**src/rtl/sa_skew_feeder_if.sv**
```systemverilog
// Boundary bus of the systolic-array edge feeder: operand beat input and skewed lane output.
// Input handshake: a beat transfers on a rising clk edge where in_valid && in_ready; the
// source holds in_data stable until then. The lane side has no backpressure.
interface sa_skew_feeder_if #(
    parameter int N      = 4,
    parameter int DWIDTH = 32
);
    logic                  in_valid;
    logic                  in_ready;
    logic [N*DWIDTH-1:0]   in_data;
    logic [N*DWIDTH-1:0]   lane_out;
    logic                  pe_en;
    logic                  busy;
    logic                  done;

    modport master (
        output in_valid, in_data,
        input  in_ready, lane_out, pe_en, busy, done
    );

    modport slave (
        input  in_valid, in_data,
        output in_ready, lane_out, pe_en, busy, done
    );
endinterface

```
**src/rtl/sa_skew_feeder.sv**
```systemverilog
// Buffers one NxN operand matrix (N column beats), then streams it onto N lanes with
// lane i delayed i cycles, zero-padded, followed by a flush window and a done pulse.
module sa_skew_feeder #(
    parameter int N      = 4,
    parameter int DWIDTH = 32
) (
    input  logic             clk,
    input  logic             rstn,
    sa_skew_feeder_if.slave  bus,
    output logic [2:0]       state_dbg
);
    localparam int BW = $clog2(N) + 1;
    localparam int TW = $clog2(2 * N);
    localparam int IW = $clog2(N);

    typedef enum logic [2:0] {
        IDLE   = 3'd0,
        LOAD   = 3'd1,
        STREAM = 3'd2,
        FLUSH  = 3'd3,
        DONE   = 3'd4
    } state_t;

    state_t              state, state_nxt;
    logic [BW-1:0]       cnt, cnt_nxt;
    logic [TW-1:0]       t, t_nxt;
    logic [N*DWIDTH-1:0] lane_q, lane_nxt;
    logic [DWIDTH-1:0]   mem [N][N];
    logic                accept;

    assign bus.in_ready = (state == IDLE) || (state == LOAD);
    assign bus.pe_en    = (state == STREAM) || (state == FLUSH);
    assign bus.busy     = (state != IDLE);
    assign bus.done     = (state == DONE);
    assign bus.lane_out = lane_q;
    assign state_dbg    = state;
    assign accept       = bus.in_valid && bus.in_ready;

    always_comb begin
        state_nxt = state;
        cnt_nxt   = cnt;
        t_nxt     = t;
        case (state)
            IDLE: begin
                if (accept) begin
                    cnt_nxt   = BW'(1);
                    state_nxt = LOAD;
                end
            end
            LOAD: begin
                if (accept) begin
                    if (cnt == BW'(N - 1)) begin
                        cnt_nxt   = '0;
                        t_nxt     = '0;
                        state_nxt = STREAM;
                    end else begin
                        cnt_nxt = cnt + BW'(1);
                    end
                end
            end
            STREAM: begin
                if (t == TW'(2 * N - 2)) begin
                    t_nxt     = '0;
                    state_nxt = FLUSH;
                end else begin
                    t_nxt = t + TW'(1);
                end
            end
            FLUSH: begin
                if (t == TW'(N - 2)) begin
                    t_nxt     = '0;
                    state_nxt = DONE;
                end else begin
                    t_nxt = t + TW'(1);
                end
            end
            DONE: begin
                cnt_nxt   = '0;
                t_nxt     = '0;
                state_nxt = IDLE;
            end
            default: begin
                state_nxt = IDLE;
            end
        endcase
    end

    // Lanes are registered from the next-state view so the value for cycle t appears
    // in the same cycle the state register shows STREAM with that t.
    always_comb begin
        lane_nxt = '0;
        if (state_nxt == STREAM) begin
            for (int i = 0; i < N; i++) begin
                if ((t_nxt >= TW'(i)) && ((t_nxt - TW'(i)) < TW'(N))) begin
                    lane_nxt[i*DWIDTH +: DWIDTH] = mem[IW'(t_nxt - TW'(i))][i];
                end
            end
        end
    end

    always_ff @(posedge clk or negedge rstn) begin
        if (!rstn) begin
            state  <= IDLE;
            cnt    <= '0;
            t      <= '0;
            lane_q <= '0;
        end else begin
            state  <= state_nxt;
            cnt    <= cnt_nxt;
            t      <= t_nxt;
            lane_q <= lane_nxt;
        end
    end

    always_ff @(posedge clk) begin
        if (accept) begin
            for (int i = 0; i < N; i++) begin
                mem[IW'(cnt)][i] <= bus.in_data[i*DWIDTH +: DWIDTH];
            end
        end
    end
endmodule

```
**src/flat_wrapper.sv**
```systemverilog
// flat-port wrapper written by rule: the top's interface ports become plain ports
module sa_skew_feeder_flat 
#(
    parameter int N      = 4,
    parameter int DWIDTH = 32
)
  (clk, rstn, state_dbg, bus_in_valid, bus_in_data, bus_in_ready, bus_lane_out, bus_pe_en, bus_busy, bus_done);
  sa_skew_feeder_if #(.N(N), .DWIDTH(DWIDTH)) bus_i ();
  input  logic clk;
  input  logic rstn;
  output logic [2:0] state_dbg;
  input wire logic [$bits(bus_i.in_valid)-1:0] bus_in_valid;
  input wire logic [$bits(bus_i.in_data)-1:0] bus_in_data;
  output wire logic [$bits(bus_i.in_ready)-1:0] bus_in_ready;
  output wire logic [$bits(bus_i.lane_out)-1:0] bus_lane_out;
  output wire logic [$bits(bus_i.pe_en)-1:0] bus_pe_en;
  output wire logic [$bits(bus_i.busy)-1:0] bus_busy;
  output wire logic [$bits(bus_i.done)-1:0] bus_done;
  assign bus_i.in_valid = bus_in_valid;
  assign bus_i.in_data = bus_in_data;
  assign bus_in_ready = bus_i.in_ready;
  assign bus_lane_out = bus_i.lane_out;
  assign bus_pe_en = bus_i.pe_en;
  assign bus_busy = bus_i.busy;
  assign bus_done = bus_i.done;
  sa_skew_feeder #(.N(N), .DWIDTH(DWIDTH)) u_core (.clk(clk), .rstn(rstn), .bus(bus_i), .state_dbg(state_dbg));
endmodule
```
**config.mk**
```make
export PLATFORM = sky130hd
export DESIGN_NAME = sa_skew_feeder_flat
export DESIGN_NICKNAME = d
export VERILOG_FILES = /design/src/rtl/sa_skew_feeder_if.sv /design/src/rtl/sa_skew_feeder.sv /design/src/flat_wrapper.sv
export SDC_FILE = /design/constraint.sdc
export NUM_CORES = 1
export LEC_CHECK = 0
export CAP_MARGIN = 25
export CORE_MARGIN = 10
export CORE_UTILIZATION = 55
export CTS_CLUSTER_DIAMETER = 200
export DETAILED_ROUTE_END_ITERATION = 10
export GPL_ROUTABILITY_DRIVEN = 0
export HOLD_SLACK_MARGIN = 0.05
export PLACE_DENSITY_LB_ADDON = 0.05
export SKIP_CTS_REPAIR_TIMING = 1
export SLEW_MARGIN = 5
export SYNTH_ARGS = -nofsm -noshare
export SYNTH_HDL_FRONTEND = slang
export SYNTH_SLANG_ARGS = --single-unit
```
**constraint.sdc**
```tcl
create_clock -name clk -period 8.2 [get_ports clk]
set_clock_uncertainty 0.15 [all_clocks]
set_input_delay 1.64 -clock clk [delete_from_list [all_inputs] [get_ports clk]]
set_output_delay 1.64 -clock clk [all_outputs]
set_load 0.05 [all_outputs]
```
==> flow_summary.yaml, run 1 <==
floorplan:
  die_h_um: 227
  io-pin-count: 266
  core-area_um2: 42200
  start_util: 0.559
  die_w_um: 227
  die_area_um2: 51600
  rows: 75
setup_path:
  crit_path_end_kind: "flop"
  critPathKind: "in2reg"
  cp.arrival_ns: 5.48
  critical_path_required_ns: 8.48
  path_max_fanout: 64
  cp-start-kind: "primary input"
timing:
  worstMarginPinSlew_ns: 1.05
  tns_ns: 0
  drv_slew: 0
  holdWs_ns: 0.386
  rsz0062_at_grt: "no"
  fin_crit_ns: 5.20
  max_freq_mhz: 192
  slew_headroom: 0.298
  hold_viol_final: 0
  setup-violations-final: 0
  period_share: 0.634
clocking:
  cts.sinks: 649
  clk_pin_slew_worst_paths_ns: 0.06
  clk_latency_ns: 0.57
  clockBufferDepth: 3
  cts_tree: "yes"
  cts_made_buffers: 66
  root_buffer: "clkbuf_16"
  h-tree-depth: 3
placed_design:
  io_buffers: 265
  dp_hpwl_mm: 29.1
logic_synthesis:
  synth_cell_types: 48
  synth_fp_nets: 1367
  yosysWarningCount: 0
  synth_edf_count: 512
  syn-cell-area_um2: 23600
  synth_most_common_cell: "edfxtp_1"
  syn_inst: 1226
  synthTopCellsByArea: "edfxtp_1 (65%), dfrtp_1 (15%), mux4_2 (6.1%)"
  synth_top_area_cell: "edfxtp_1"
  syn_area_per_cell_um2: 19.3
  ys_ff_latch: 649
  synthTopCellsByCount: "edfxtp_1 (512), dfrtp_1 (137), nand2_1 (135)"
  ys_seq_area_frac: 0.796
  synth_ff_type: "edfxtp_1"
  synth-async-reset-ratio: 0.211
  yosysTopAreaCellShare: 0.651
drt:
  routed-via-count: 12400
  drt-total-wl_mm: 52.5
  drcViolationCount: 0
  wl_per_cell_um: 25.0
  routed_via_density: 5.88
  drt_iter0_markers: 1015
  drt_pass1_iterations: 5
  ant_nets: 0
power_and_ir_drop:
  p_leak_nw: 10.2
  peakVddDrop_v: 0.000327
  p_per_area_nw_per_um2: 424
job:
  maxCapViolCount: 0
finish:
  nets: 1643
  fillers: 2745
  fin_util: 0.690
  syn_to_final_growth_pct: 23.4
  drive_gt1_frac: 0.153
global_route:
  first_global_vias: 13000
  antenna_found_initial: 11
  grt_pass1_wl_mm: 78.8
  grt_usage: 0.203
  grt_max_degree: 89
  overflow: 0
outcome:
  status: "finished, final reports clean"
min_path:
  hold_path_class: "reg2reg"
## report_power, final
part	switching, W	internal, W	total (W)
Combinational	0.00307	0.00177	0.00483
Sequential	0.000216	0.00425	0.00446
Clock	0.00118	0.00188	0.00306
## per-stage QoR
| step | instance area, µm² | std cells | total power, W | setup WS, ns |
|---|---|---|---|---|
| 6_report | 29100 | 2101 | 0.0124 | 3.00 |
| 5_1_grt | 29100 | 2100 | 0.0129 | 2.77 |
| 4_1_cts | 29100 | 2091 | 0.0125 | 2.27 |
| 3_5_place_dp | 26800 | 1971 | 0.00941 | 1.67 |
| 3_3_place_gp | 26800 | 1970 | 0.00934 | 1.75 |
| 2_1_floorplan | 23600 | 1226 | 0.00794 | 2.73 |
## path summary, 6_finish.rpt
check / cells after the start / slack [ns] / from / to
worst max-delay path: 9 / 3.00 / bus_in_valid / u_core.bus.lane_out[36]
worst min-delay path: 2 / 0.39 / u_core.mem[3][60] / u_core.bus.lane_out[92]
worst max register to register: 10 / 3.81 / u_core.state_dbg[0] / u_core.bus.lane_out[33]
worst min register to register: 2 / 0.39 / u_core.mem[3][60] / u_core.bus.lane_out[92]
max in group asynchronous: 2 / 5.47 / rstn / u_core.bus.lane_out[93]
min in group asynchronous: 1 / 0.97 / rstn / u_core.bus.lane_out[37]
## flip-flops by register name, indices dropped and copies added (netlist names)
name / flops
u_core.state_dbg: 3
u_core.mem: 512
u_core.cnt: 3
u_core.t: 3
u_core.bus.lane_out: 128
## cell type report
class,count,area [µm²],area share
Tap cell,539,674,0.0231
Antenna cell,8,20.0,0.000687
Inverter,14,55.1,0.00189
Timing Repair Buffer,288,2890,0.0990
Clock buffer,100,1970,0.0674
Sequential cell,649,18800,0.645
Clock inverter,20,275,0.00944
Multi-Input combinational cell,483,4470,0.153
## logic make-up (layout without fill, tap and decap cells)
| logic type | count (synthesis) | in the layout | synth area share |
|---|---|---|---|
| buffers and inverters | 94 | 422 | 0.0187 |
| xor gates and xnor gates | 3 | 3 | 0.00143 |
| adders and majority gates | 10 | 10 | 0.00530 |
| DFF | 649 | 649 | 0.796 |
| and+or+nand+nor | 252 | 252 | 0.0623 |
| other | 0 | 8 | 0 |
| AOI/OAI and AO/OA | 153 | 153 | 0.0548 |
| muxes | 65 | 65 | 0.0615 |
## layer usage
| layer | vias to the layer above | wire length (µm) | part of all wire | global-route usage |
|---|---|---|---|---|
| li1 | 5451 | - | - | - |
| met1 | 6422 | 21500 | 0.41 | 0.265 |
| met2 | 396 | 26400 | 0.50 | 0.334 |
| met3 | 78 | 3490 | 0.066 | 0.0448 |
| met4 | 8 | 1020 | 0.019 | 0.0684 |
| met5 | - | 65 | 0.0012 | 0 |
## cells in the final DEF (no fill, tap or decap), types with 8 or more instances in the layout
cell	instances
edfxtp_1	512
clkdlybuf4s50_1	264
dfrtp_1	137
nand2_1	134
clkbuf_16	71
mux4_2	64
a311oi_1	64
nor3b_1	35
a221oi_1	32
and3_1	32
a211oi_1	32
nor3b_2	30
clkbuf_1	21
buf_4	20
inv_1	11
ha_1	9
clkinv_2	9
diode_2	8
clkbuf_8	8
## worst max-delay path: stages
cell,delay [ns]
clkdlybuf4s50_1,0.69
nand4b_2,0.27
o2bb2ai_2,0.23
a22oi_4,0.19
buf_4,0.56
inv_1,0.23
ha_4,0.92
mux4_2,0.42
nor3b_2,0.17
Power figures use the tool's default switching activity.
==> inputs of run 2 (changes only) <==
==> constraint.sdc (replaced) <==
create_clock -name clk -period 4.9 [get_ports clk]
set_clock_uncertainty 0.15 [all_clocks]
set_input_delay 0.98 -clock clk [delete_from_list [all_inputs] [get_ports clk]]
set_output_delay 0.98 -clock clk [all_outputs]
set_load 0.05 [all_outputs]
==> flow_summary.yaml, run 2 (synthesis results as in run 1) <==
finish:
  nets: 1649
  largest_reg_flops: 512
  syn_to_final_growth_pct: 23.4
  layout_commonest_cell: "edfxtp_1"
  drive_gt1_frac: 0.154
  layout.cells.most_common_list: "edfxtp_1 (512), clkdlybuf4s50_1 (264), dfrtp_1 (137), nand2_1 (134), clkbuf_16 (71)"
  regMostFlops: "u_core.mem"
clocking:
  clk_latency_ns: 0.57
  cts_tree: "yes"
  cts_made_buffers: 66
  clockBufferDepth: 3
  clk_pin_slew_worst_paths_ns: 0.06
  h-tree-depth: 3
  root_buffer: "clkbuf_16"
  cts.sinks: 649
setup_path:
  path_max_fanout: 38
  r2r_setup_slack_ns: 1.52
  critPathKind: "in2reg"
  cp-start-kind: "primary input"
  critical_path_required_ns: 5.16
  cp.arrival_ns: 4.07
  crit_path_end_kind: "flop"
floorplan:
  die_area_um2: 51600
  start_util: 0.559
  rows: 75
  core-area_um2: 42200
  die_h_um: 227
  die_w_um: 227
  io-pin-count: 266
drt:
  drt-total-wl_mm: 52.4
  wl_per_cell_um: 24.9
  drt_pass1_iterations: 5
  drt_iter0_markers: 995
  drcViolationCount: 0
  ant_nets: 0
  routed-via-count: 12400
  routed_via_density: 5.89
timing:
  max_freq_mhz: 262
  setup_slack_ns: 1.09
  drv_slew: 0
  rsz0062_at_grt: "no"
  fin_crit_ns: 3.81
  period_share: 0.778
  tns_ns: 0
  setup-violations-final: 0
  worstMarginPinSlew_ns: 0.933
  slew_headroom: 0.378
  hold_viol_final: 0
global_route:
  grt_max_degree: 129
  first_global_vias: 12600
  grt_pass1_wl_mm: 78.2
  antenna_found_initial: 5
  overflow: 0
  grt_usage: 0.202
job:
  maxCapViolCount: 0
power_and_ir_drop:
  p_per_area_nw_per_um2: 707
  p_leak_nw: 10.2
  peakVddDrop_v: 0.000715
min_path:
  hold_path_class: "in2async"
outcome:
  status: "finished, final reports clean"
placed_design:
  dp_hpwl_mm: 29.6
  pre_cts_ws_ns: 0.358
  io_buffers: 265
==> run 2: changes by cell type in the layout (fill, tap and decap cells not counted), sizes merged, moves of 3 or more <==
| cell | change |
|---|---|
| clkinv | +8 |
| diode | -7 |
| clkbuf | -6 |
| buf | +6 |
| bufinv | -3 |
==> run 2: cell type report <==
type                            count  area [µm²]
Antenna cell                        1        2.50
Clock buffer                       94        1920
Clock inverter                     27         231
Fill cell                        2773       13100
Inverter                           14        55.1
Multi-Input combinational cell    483        4470
Sequential cell                   649       18800
Tap cell                          539         674
Timing Repair Buffer              294        3000
==> run 2: power breakdown <==
group / internal (W) / switching (W)
combinational: 0.00306 / 0.00518
clock: 0.00295 / 0.00197
sequential: 0.00710 / 0.000359
==> run 2: path summary, 6_finish.rpt <==
kind | start | to | cells past startpoint
min reg2reg | u_core.mem[3][37] | u_core.bus.lane_out[69] | 2
min | rstn | u_core.bus.lane_out[42] | 1
min in group clk | u_core.mem[3][37] | u_core.bus.lane_out[69] | 2
max in group asynchronous | rstn | u_core.bus.lane_out[20] | 2
max | bus_in_valid | u_core.bus.lane_out[33] | 9
max reg2reg | u_core.cnt[0] | u_core.bus.lane_out[33] | 9
==> run 2: metal layers <==
| layer | part of all wire | global-route usage | up-vias |
|---|---|---|---|
| met5 | 0.0011 | 0 | - |
| met4 | 0.011 | 0.0462 | 8 |
| met3 | 0.070 | 0.0466 | 54 |
| met2 | 0.51 | 0.332 | 385 |
| met1 | 0.41 | 0.272 | 6462 |
| li1 | - | - | 5474 |
==> run 2: per-stage QoR <==
| step | hold slack (ns) | utilization | total power, W | instances | instance area (µm²) |
|---|---|---|---|---|---|
| final | 0.346 | 0.690 | 0.0206 | 2101 | 29200 |
| after global routing | 0.398 | 0.690 | 0.0216 | 2100 | 29200 |
| after CTS | 0.383 | 0.690 | 0.0208 | 2099 | 29100 |
| after detailed placement | 0.377 | 0.639 | 0.0159 | 1978 | 27000 |
| after global placement | 0.369 | 0.639 | 0.0158 | 1978 | 27000 |
| after floorplan | 0.351 | - | 0.0132 | 1226 | 23600 |
==> run 2: worst max-delay path: stages <==
cell and delay [ns]:
clkdlybuf4s50_1 0.69, nand4b_2 0.26, o2bb2ai_2 0.22, a22oi_4 0.48, inv_1 0.18, ha_4 0.44
buf_12 0.29, mux4_2 0.34, nor3b_1 0.16
==> inputs of run 3 (changes only) <==
==> constraint.sdc (replaced) <==
create_clock -name clk -period 3.9 [get_ports clk]
set_clock_uncertainty 0.15 [all_clocks]
set_input_delay 0.78 -clock clk [delete_from_list [all_inputs] [get_ports clk]]
set_output_delay 0.78 -clock clk [all_outputs]
set_load 0.05 [all_outputs]
==> flow_summary.yaml, run 3 (synthesis results as in run 1) <==
outcome:
  status: "finished, final reports clean"
drt:
  routed-via-count: 12400
  drt-total-wl_mm: 52.6
  ant_nets: 0
  drt_pass1_iterations: 5
  drcViolationCount: 0
  wl_per_cell_um: 24.8
  routed_via_density: 5.85
  drt_iter0_markers: 1178
setup_path:
  cpMaxStageDelayCell: "clkdlybuf4s50_1"
  cp.arrival_ns: 2.66
  cp.buffers_inverters: 1
  worst_path_largest_cell_delay_ns: 0.91
  cp-start-kind: "flop"
  r2r_setup_slack_ns: 0.84
  cp_cell_sequence: "nor3b_1 -> clkdlybuf4s50_1"
  critPathKind: "reg2out"
  crit_path_end_kind: "output pin"
  cp_top_family: "buffers and inverters"
  critical_path_required_ns: 2.97
  path_max_fanout: 14
finish:
  multiInputGateArea_um2: 4450
  syn_to_final_growth_pct: 24.6
  layout.cells.most_common_list: "edfxtp_1 (512), clkdlybuf4s50_1 (264), dfrtp_1 (137), nand2_1 (134), clkbuf_16 (69)"
  nets: 1664
  ff_latch_area_um2: 18800
  fin_cells: 2121
  drive_gt1_frac: 0.162
  final_area_um2: 29400
  fillers: 2696
  largest_reg_flops: 512
  layout_commonest_cell: "edfxtp_1"
  regMostFlops: "u_core.mem"
timing:
  hold_viol_final: 0
  fin_crit_ns: 3.59
  slew_headroom: 0.443
  max_freq_mhz: 279
  rsz0062_at_grt: "no"
  drv_slew: 0
  setup-violations-final: 0
  worstMarginPinSlew_ns: 0.835
  period_share: 0.920
  tns_ns: 0
clocking:
  cts_tree: "yes"
  clk_pin_slew_worst_paths_ns: 0.06
  clockBufferDepth: 3
  cts_made_buffers: 67
  h-tree-depth: 3
  clk_latency_ns: 0.59
  root_buffer: "clkbuf_16"
  cts.sinks: 649
placed_design:
  io_buffers: 265
  dp_hpwl_mm: 30.7
  dp_cells: 1993
  place_area_um2: 27300
floorplan:
  die_h_um: 227
  rows: 75
  die_w_um: 227
  die_area_um2: 51600
  io-pin-count: 266
  core-area_um2: 42200
  start_util: 0.559
power_and_ir_drop:
  fin_total_pwr_w: 0.0261
  p_per_area_nw_per_um2: 889
  peakVddDrop_v: 0.000691
  p_leak_nw: 10.3
job:
  maxCapViolCount: 0
global_route:
  first_global_vias: 12800
  antenna_found_initial: 8
  overflow: 0
  grt_usage: 0.204
  grt_max_degree: 129
  grt_pass1_wl_mm: 78.9
min_path:
  hold_path_class: "in2async"
run 3: cell types whose count changed in the layout (fill, tap and decap cells not counted), moves of 2 or more:
cell       previous run  this run
buf_12               10        24
clkbuf_1             17        25
clkinv_1             11         5
diode_2               1         4
clkbuf_16            71        69
clkinv_8              0         2
run 3: worst paths after layout:
kind	cells past startpoint	startpoint	endpoint
worst min register to register	2	u_core.mem[1][127]	u_core.bus.lane_out[31]
worst max-delay path	2	u_core.state_dbg[2]	bus_done
worst min-delay path	1	rstn	u_core.bus.lane_out[123]
min in group clk	2	u_core.mem[1][127]	u_core.bus.lane_out[31]
worst max register to register	9	u_core.state_dbg[0]	u_core.bus.lane_out[33]
max in group asynchronous	2	rstn	u_core.bus.lane_out[26]
run 3: stage by stage:
stage / setup slack (ns) / hold WS (ns) / utilization
global route: 0.240 / 0.150 / 0.697
detailed placement: 0.218 / 0.380 / 0.646
global placement: 0.259 / 0.372 / 0.646
finish: 0.314 / 0.115 / 0.697
CTS: 0.338 / 0.145 / 0.697
floorplan: 0.230 / 0.334 / -
run 3: area by class of cell:
class / instances / area share
Sequential cell: 649 / 0.639
Multi-Input combinational cell: 483 / 0.151
Clock buffer: 100 / 0.0647
Antenna cell: 4 / 0.000340
Clock inverter: 24 / 0.00850
Inverter: 14 / 0.00187
Timing Repair Buffer: 308 / 0.111
Tap cell: 539 / 0.0229
run 3: report_power, final:
group / total (W) / switching, W / leakage [nW] / internal (W)
Clock: 0.00618 / 0.00252 / 1.05 / 0.00366
Combinational: 0.0106 / 0.00653 / 2.72 / 0.00407
Sequential: 0.00937 / 0.000455 / 6.54 / 0.00891
Total: 0.0261 / 0.00951 / 10.3 / 0.0166
run 3: metal layers:
metal / global-route usage / vias to the layer above / wire length (µm)
met3: 0.0432 / 76 / 3190
met5: 0 / - / 68
li1: - / 5508 / -
met2: 0.338 / 364 / 26900
met4: 0.0628 / 10 / 1060
met1: 0.269 / 6454 / 21400
run 3: worst reg2reg max path: stages (launching register included):
cell and delay (ns):
dfrtp_1 0.67, nand4b_2 0.28, o2bb2ai_2 0.22, a22oi_4 0.25
buf_12 0.27, ha_1 0.22, inv_1 0.08, a221o_2 0.38
buf_12 0.19, nor3b_1 0.25
